[config.mk]
export PLATFORM = sky130hd
export DESIGN_NAME = lu_shared_sequencer
export DESIGN_NICKNAME = d
export VERILOG_FILES = /design/src/rtl/lu_shared_sequencer.sv
export SDC_FILE = /design/constraint.sdc
export NUM_CORES = 1
export LEC_CHECK = 0
export CORE_MARGIN = 10
export CORE_UTILIZATION = 43
export DETAILED_ROUTE_END_ITERATION = 12
export PLACE_DENSITY = 0.79
export SLEW_MARGIN = 40
export SYNTH_ARGS = -nofsm -noshare
export SYNTH_HDL_FRONTEND = slang
export SYNTH_SLANG_ARGS = --single-unit
[constraint.sdc]
create_clock -name clk -period 2.05 [get_ports clk]
set_clock_uncertainty 0.1 [all_clocks]
set_input_delay 0.615 -clock clk [delete_from_list [all_inputs] [get_ports clk]]
set_output_delay 0.615 -clock clk [all_outputs]
set_load 0.01 [all_outputs]
[src/rtl/lu_shared_sequencer.sv]
// Round-robin sequencer sharing one external 1-bit logic unit (AND/OR/NAND/NOR) between two
// requesters: registers the winner's operands onto the unit, waits a settle time, returns the result.
module lu_shared_sequencer #(
  parameter int unsigned SETTLE_CYCLES = 1,
  parameter int unsigned CNT_W         = 4
) (
  input  logic       clk,
  input  logic       rst_n,
  input  logic       req0_valid,
  input  logic       req0_a,
  input  logic       req0_b,
  input  logic [1:0] req0_op,
  output logic       req0_ready,
  output logic       rsp0_valid,
  output logic       rsp0_result,
  input  logic       req1_valid,
  input  logic       req1_a,
  input  logic       req1_b,
  input  logic [1:0] req1_op,
  output logic       req1_ready,
  output logic       rsp1_valid,
  output logic       rsp1_result,
  output logic       lu_a,
  output logic       lu_b,
  output logic       lu_chave1,
  output logic       lu_chave2,
  input  logic       lu_result,
  output logic       busy,
  output logic       grant_id
);

  localparam int unsigned SETTLE_EFF = (SETTLE_CYCLES == 0) ? 1 : SETTLE_CYCLES;
  localparam logic [CNT_W-1:0] CNT_LOAD = CNT_W'(SETTLE_EFF - 1);

  typedef enum logic [1:0] {IDLE, DRIVE, RESP} state_e;

  state_e           state_q, state_d;
  logic [CNT_W-1:0] cnt_q, cnt_d;
  logic             lu_a_q, lu_a_d, lu_b_q, lu_b_d;
  logic             lu_c1_q, lu_c1_d, lu_c2_q, lu_c2_d;
  logic             grant_id_q, grant_id_d, last_grant_q, last_grant_d;
  logic             rsp0_valid_q, rsp0_valid_d, rsp1_valid_q, rsp1_valid_d;
  logic             rsp0_result_q, rsp0_result_d, rsp1_result_q, rsp1_result_d;

  logic             grant;
  logic             accept;
  logic [1:0]       op_sel;

  // Contention goes to whoever did not win last time; a lone requester always wins.
  always_comb begin
    grant = 1'b0;
    if (req0_valid && req1_valid) grant = ~last_grant_q;
    else if (req1_valid)          grant = 1'b1;
  end

  // Gated by rst_n so neither requester sees a strobe while reset is asserted.
  assign accept     = rst_n && (state_q == IDLE) && (req0_valid || req1_valid);
  assign req0_ready = accept && !grant;
  assign req1_ready = accept && grant;
  assign op_sel     = grant ? req1_op : req0_op;

  always_comb begin
    state_d       = state_q;
    cnt_d         = cnt_q;
    lu_a_d        = lu_a_q;
    lu_b_d        = lu_b_q;
    lu_c1_d       = lu_c1_q;
    lu_c2_d       = lu_c2_q;
    grant_id_d    = grant_id_q;
    last_grant_d  = last_grant_q;
    rsp0_valid_d  = 1'b0;
    rsp1_valid_d  = 1'b0;
    rsp0_result_d = rsp0_result_q;
    rsp1_result_d = rsp1_result_q;
    case (state_q)
      IDLE: begin
        if (accept) begin
          state_d      = DRIVE;
          cnt_d        = CNT_LOAD;
          lu_a_d       = grant ? req1_a : req0_a;
          lu_b_d       = grant ? req1_b : req0_b;
          lu_c1_d      = op_sel[1];
          lu_c2_d      = op_sel[0];
          grant_id_d   = grant;
          last_grant_d = grant;
        end
      end
      DRIVE: begin
        if (cnt_q == '0) begin
          state_d = RESP;
          if (grant_id_q) begin
            rsp1_valid_d  = 1'b1;
            rsp1_result_d = lu_result;
          end else begin
            rsp0_valid_d  = 1'b1;
            rsp0_result_d = lu_result;
          end
        end else begin
          cnt_d = cnt_q - CNT_W'(1);
        end
      end
      RESP:    state_d = IDLE;
      default: state_d = IDLE;
    endcase
  end

  always_ff @(posedge clk) begin
    if (!rst_n) begin
      state_q       <= IDLE;
      cnt_q         <= '0;
      lu_a_q        <= 1'b0;
      lu_b_q        <= 1'b0;
      lu_c1_q       <= 1'b0;
      lu_c2_q       <= 1'b0;
      grant_id_q    <= 1'b0;
      last_grant_q  <= 1'b1;
      rsp0_valid_q  <= 1'b0;
      rsp1_valid_q  <= 1'b0;
      rsp0_result_q <= 1'b0;
      rsp1_result_q <= 1'b0;
    end else begin
      state_q       <= state_d;
      cnt_q         <= cnt_d;
      lu_a_q        <= lu_a_d;
      lu_b_q        <= lu_b_d;
      lu_c1_q       <= lu_c1_d;
      lu_c2_q       <= lu_c2_d;
      grant_id_q    <= grant_id_d;
      last_grant_q  <= last_grant_d;
      rsp0_valid_q  <= rsp0_valid_d;
      rsp1_valid_q  <= rsp1_valid_d;
      rsp0_result_q <= rsp0_result_d;
      rsp1_result_q <= rsp1_result_d;
    end
  end

  assign lu_a        = lu_a_q;
  assign lu_b        = lu_b_q;
  assign lu_chave1   = lu_c1_q;
  assign lu_chave2   = lu_c2_q;
  assign grant_id    = grant_id_q;
  assign rsp0_valid  = rsp0_valid_q;
  assign rsp1_valid  = rsp1_valid_q;
  assign rsp0_result = rsp0_result_q;
  assign rsp1_result = rsp1_result_q;
  assign busy        = (state_q != IDLE);

endmodule

==> summary.txt, run 1 <==
Sequential-to-total area share from yosys stat = 43.46%
Worst Path Max Fanout = 2
Synth area leaders = dfxtp_1 (43%), mux2i_1 (9.5%), nor2_1 (5.1%)
Cell variety after synth = 27
Leak = 0.4979 nW
H-tree level count = 1
Synth Cell Area = 737.0 sq um
ANT cells = 0
Failing checks = negative setup slack
Achievable frequency = 457.9 MHz
Cell Pwr Density = 642.3 nW/um^2
Detailed Route Iter0 Violations = 17
Routed WL = 1997 um
Maximum VDD drop = 0.5147 mV
Routability cong. = 0.8722
Min cycle time layout = 2.184 ns
R2r worst-path depth = 6
Final Power = 0.0007441 W
Fraction of layout instances using a drive strength above 1 = 28.33%
Antenna Violating Nets Remaining = 0
CTS tree = built
Synth-to-Final Area Change = 57.22%
Slack of the critical path = -0.1339 ns
Reg2reg setup slack = 0.34 ns
Core area = 1559 sq um
RSZ-0062 raised after global routing = true
Mapped Cells = 78
Worst Path Arrival = 1.47 ns
Worst skew pair latency = 0.29 ns
Vias in the first global route = 723
Initial antenna violation count = 0
Nets@finish = 136
Status = finished, violations left
WHS Path Cells = 2
PortBufs = 24
HPWL after DPL = 1509 um
Post-layout util = 74.32%
Max_cap viols = 0
Longest Clk Path Bufs = 2
Row cnt = 14
GRT overflow = 0
Starting Density = 47.27%
Hold endpoint = cnt_q[3]$_SDFFE_PN0P_
Worst-path clk slew = 0.10 ns
Reg2reg start = cnt_q[0]$_SDFFE_PN0P_
Max-slew violations = 0
Worst slew pin tran = 0.4446 ns
Post-route cell area = 1159 sq um
Avg Synthesized Cell Area = 9.448 sq um
Hold WS = 0.3888 ns
Flip-flop and latch count after synthesis = 16
Crit-path leading delay family = simple AND/OR/NAND/NOR gates
Synth Net Count = 93
Worst flop-to-flop path endpoint = rsp0_result$_SDFFE_PN0P_
DRC viols = 0
Root Driver = clkbuf_4
Hold crit path type = reg2reg
First-pass GRT wire length = 3187 um
DR pass1 iterations = 6
Worst Setup Path Type = reg2out
DR vias = 715
Die Wd = 61.40 um
Data required time of the worst path = 1.33 ns
Setup TNS = -0.2555 ns
DIE HEIGHT = 61.40 um
Max transition margin = 70.30%
Total global-route track usage = 11.07%
Critical path buffer and inverter count = 1
Largest net degree at the start of global routing = 10
Critical Path Start Type = register
Sink Count = 16
Slowest cell on crit path = or3_4
Drt via density = 5.257
Max stage delay on crit path = 0.37 ns
Crit end category = output port
Placed Area = 1080 sq um
Final Setup Violations = 2
Yosys warns = 0
Boundary Pins = 25
Final worst-path cycle share = 106.5%
Hold Path Origin = cnt_q[3]$_SDFFE_PN0P_
Largest area contributor in the netlist = dfxtp_1
Critical-path cell list = or2_4 > or3_4 > nor2_1 > buf_2
CTS buffer count = 3
Wire length per cell = 14.68 um
Post-synth top area share = 43.46%
Final hold violations = 0
Die footprint = 3770 sq um
## per-stage QoR
stage | cells | setup slack, ns
after detailed placement | 129 | -0.8729
after floorplan | 78 | 0.01398
after CTS | 136 | -0.1476
final | 136 | -0.1339
after global routing | 136 | -0.1725
after global placement | 129 | -0.8571
## layout make-up
type / count / area, sq um
timing repair buffer: 40 / 359.1
clock buffer: 4 / 36.28
inverter: 4 / 15.01
multi-input combinational: 56 / 404.1
fill: 108 / 400.4
tap: 16 / 20.02
sequential: 16 / 324.1
## per-layer routing
metal	wire length (um)	up-vias	global-route usage (%)
met5	0	-	0
met4	19	0	3.503
met3	156	4	5.350
met2	1013	19	18.49
met1	808	336	12.16
li1	-	356	-
## cells by family after synthesis
group           share of synthesized area, %
compound gates                         13.07
simple gates                           26.49
buf+inv                                4.074
fa+ha+maj                              3.395
mux                                    9.508
flops                                  43.46
## synth_stat cells
| cell | count |
|---|---|
| a211oi_1 | 4 |
| a21boi_1 | 1 |
| a21boi_2 | 1 |
| a21oi_1 | 2 |
| and2_1 | 3 |
| and2b_1 | 1 |
| buf_6 | 1 |
| clkbuf_1 | 1 |
| dfxtp_1 | 16 |
| ha_1 | 2 |
| inv_1 | 4 |
| mux2i_1 | 7 |
| nand2_1 | 5 |
| nand2b_1 | 1 |
| nand3_1 | 5 |
| nand4b_1 | 1 |
| nor2_1 | 10 |
| nor3_1 | 3 |
| nor3_4 | 1 |
| nor3b_1 | 1 |
| nor4_1 | 1 |
| o21ai_0 | 1 |
| o21ai_1 | 1 |
| o32ai_4 | 1 |
| or2_1 | 1 |
| or3_1 | 2 |
| or3b_1 | 1 |
## worst max path at each step
stage | cells after the start | start | slack [ns] | endpoint
floorplan | 3 | rst_n | 0.01 | req0_ready
detailed placement | 5 | rst_n | -0.87 | req0_ready
global placement | 5 | rst_n | -0.86 | req0_ready
global route | 4 | state_q[1]$_SDFFE_PN0P_ | -0.17 | req0_ready
CTS | 6 | state_q[0]$_SDFFE_PN0P_ | -0.15 | req1_ready
finish | 4 | state_q[1]$_SDFFE_PN0P_ | -0.13 | req0_ready
## power by group
part / switching (W) / internal [W]
clock network: 0.000107 / 0.000108
registers: 0.0000116 / 0.000329
logic: 0.0000808 / 0.000108
## placed cells by master (no fill, tap or decap), types with 2 or more instances in the layout
cell,instances
a211oi_1,4
nand2_1,5
dfxtp_1,13
clkbuf_4,3
nand3_1,5
buf_6,2
nor2_1,9
clkdlybuf4s15_2,2
buf_4,14
and2_1,3
a21oi_1,2
nor3_1,3
ha_1,2
dfxtp_2,3
mux2i_1,7
clkdlybuf4s50_1,18
inv_1,3
buf_2,2
## tightest hold or removal path, delay by kind of cell (launching register included)
family | cells | cell delay (ns)
AND/OR/NAND/NOR | 1 | 0.06
flip-flops | 1 | 0.35
AO/OA/AOI/OAI | 1 | 0.05
## sequential cells by signal (all words and copies together) (netlist names)
register,cells
cnt_q,4
state_q,2
last_grant_q,1
lu_a,1
rsp1_result,1
grant_id,1
lu_b,1
lu_chave1,1
lu_chave2,1
rsp1_valid,1
rsp0_valid,1
rsp0_result,1
## repair_timing
action,4_1_cts,5_1_grt
endpoints found under the hold margin,0,0
buffers inserted,3,0
resized for setup,21,6
gates cloned,0,0
hold buffers,0,0
setup endpoints to repair,3,4
pin swaps,4,3
Note: power is estimated with default switching activity, not from simulation.
==> run 2, diff against run 1 <==
--- a/config.mk
+++ b/config.mk
@@ -5,10 +5,10 @@
 export SDC_FILE = /design/constraint.sdc
 export NUM_CORES = 1
 export LEC_CHECK = 0
-export CORE_MARGIN = 10
+export CORE_MARGIN = 3
 export CORE_UTILIZATION = 43
 export DETAILED_ROUTE_END_ITERATION = 12
-export PLACE_DENSITY = 0.79
+export PLACE_DENSITY = 0.87
 export SLEW_MARGIN = 40
 export SYNTH_ARGS = -nofsm -noshare
 export SYNTH_HDL_FRONTEND = slang
==> summary.txt, run 2 (synthesis results as in run 1) <==
Status = finished, violations left
Failing checks = negative setup slack
Final hold violations = 0 (unchanged)
H-tree level count = 1 (unchanged)
Leak = 0.4818 nW (-3.2%)
Worst Setup Path Type = reg2out
Data required time of the worst path = 1.33 ns (about the same)
Slack of the critical path = -0.1314 ns (+0.002531 ns)
Post-route cell area = 1121 sq um (-3.2%)
Dpl cells = 129 (unchanged)
Sink Count = 16 (unchanged)
Largest net degree at the start of global routing = 13 (+3)
Hold crit path type = reg2reg
ANT cells = 0 (unchanged)
Non-Filler Instances = 135 (-0.74%)
Min cycle time layout = 2.181 ns (-0.002531 ns)
Max transition margin = 67.52% (-2.8 points)
Worst skew pair latency = 0.30 ns (about the same)
Core area = 1559 sq um (unchanged)
Die Wd = 47.40 um (-23%)
Pre-CTS setup slack = -0.8473 ns (+0.02563 ns)
Drt via density = 5.170 (-1.7%)
Cell Pwr Density = 654.3 nW/um^2 (+1.9%)
RSZ-0062 raised after global routing = true
Longest Clk Path Bufs = 2 (unchanged)
Final Setup Violations = 2 (unchanged)
Reg2reg setup slack = 0.31 ns (-0.03 ns)
Max_cap viols = 0 (unchanged)
Nets@finish = 135 (-0.74%)
Critical Path Start Type = register
Initial antenna violation count = 0 (unchanged)
PortBufs = 24 (unchanged)
Hold buffer count at CTS = 0 (unchanged)
Die footprint = 2247 sq um (-40%)
Final worst-path cycle share = 106.4% (-0.12 points)
Fraction of layout instances using a drive strength above 1 = 30.25% (+1.9 points)
Max reg flops = 4 (unchanged)
DRC viols = 0 (unchanged)
Routability cong. = 0.8288 (-5.0%)
Total global-route track usage = 17.76% (+6.7 points)
Worst slew pin tran = 0.4861 ns (+0.04157 ns)
Worst Path Max Fanout = 2 (unchanged)
Synth-to-Final Area Change = 52.12%
Commonest non-fill, non-tap cell in the layout = clkdlybuf4s50_1
Routed WL = 1668 um (-16%)
Row cnt = 14 (unchanged)
Vias in the first global route = 667 (-7.7%)
Most frequent cells in the layout = clkdlybuf4s50_1 (18), buf_4 (14), dfxtp_1 (13)
Critical-path cell list = or2_4 > or3_4 > nor2_2 > buf_2
Crit end category = output port
HPWL after DPL = 1255 um (-17%)
First-pass GRT wire length = 2766 um (-13%)
DR vias = 698 (-2.4%)
Detailed Route Iter0 Violations = 9 (-8)
Slowest cell on crit path = or3_4
Worst-path clk slew = 0.10 ns (about the same)
Root Driver = clkbuf_4
Antenna Violating Nets Remaining = 0 (unchanged)
Wire length per cell = 12.36 um (-16%)
Biggest register = cnt_q
Boundary Pins = 25 (unchanged)
Placed Area = 1080 sq um (unchanged)
Largest registers = cnt_q x4, state_q x2
GRT overflow = 0 (unchanged)
Starting Density = 47.27% (unchanged)
DR pass1 iterations = 4 (-2)
Worst Path Arrival = 1.47 ns (about the same)
Max stage delay on crit path = 0.37 ns (about the same)
Max-slew violations = 0 (unchanged)
CTS buffer count = 3 (unchanged)
CTS tree = built
Maximum VDD drop = 0.5630 mV (+9.4%)
Achievable frequency = 458.4 MHz (+0.12%)
DIE HEIGHT = 47.40 um (-23%)
==> run 2: cell types whose count changed in the layout (fill, tap and decap cells not counted), sizes merged <==
| cell | delta |
|---|---|
| clkbuf | +3 |
| clkdlybuf4s15 | -3 |
| dlygate4sd2 | -1 |
==> run 2: worst paths after layout <==
check / from / endpoint / depth (start not counted)
worst min-delay path: rsp1_result$_SDFFE_PN0P_ / rsp1_result$_SDFFE_PN0P_ / 2
worst max register to register: cnt_q[0]$_SDFFE_PN0P_ / rsp0_result$_SDFFE_PN0P_ / 6
worst min register to register: rsp1_result$_SDFFE_PN0P_ / rsp1_result$_SDFFE_PN0P_ / 2
worst max-delay path: state_q[0]$_SDFFE_PN0P_ / req0_ready / 4
==> run 2: critical path: cells and delay by family (launching register included) <==
| kind | cells | cell delay, ns |
|---|---|---|
| buffers and inverters | 1 | 0.13 |
| flip-flops | 1 | 0.33 |
| AND/OR/NAND/NOR | 3 | 0.70 |
==> run 2: through the flow <==
stage / hold slack [ns] / power, W / utilization (%) / setup TNS, ns
after floorplan: 0.3511 / 0.0004311 / - / 0
after global placement: 0.3654 / 0.0005167 / 69.26 / -2.099
after detailed placement: 0.3869 / 0.0005211 / 69.26 / -2.250
after CTS: 0.3991 / 0.0007360 / 71.99 / -0.3144
after global routing: 0.4410 / 0.0007795 / 71.91 / -0.3288
final: 0.3987 / 0.0007335 / 71.91 / -0.1754
==> run 2: per-layer routing <==
layer,share of wire (%),wire length (um),track usage (%),vias up
met4,1.5,25,11.05,0
met3,4.0,66,4.598,2
met1,47,780,21.41,319
met2,48,794,27.81,19
met5,0,0,0,-
li1,-,-,-,358
==> run 2: area by class of cell <==
cell class / count / area, sq um
clock buffer: 4 / 36.28
fill: 109 / 437.9
inverter: 4 / 15.01
multi-input combinational: 56 / 399.1
sequential: 16 / 324.1
tap: 16 / 20.02
timing repair buffer: 39 / 326.6
==> run 2: power breakdown <==
part           leakage (nW)  total (W)  switching, W  internal, W
clock network        0.0210   0.000215      0.000106     0.000108
logic                 0.329   0.000179     0.0000772     0.000102
registers             0.132   0.000339     0.0000106     0.000329
total                 0.482   0.000734      0.000194     0.000539
==> run 2: what timing repair did <==
item / in CTS / in global routing
endpoints found under the setup margin: 3 / 4
resized for setup: 17 / 13
pin swaps: 3 / 4
buffers inserted: 2 / 0
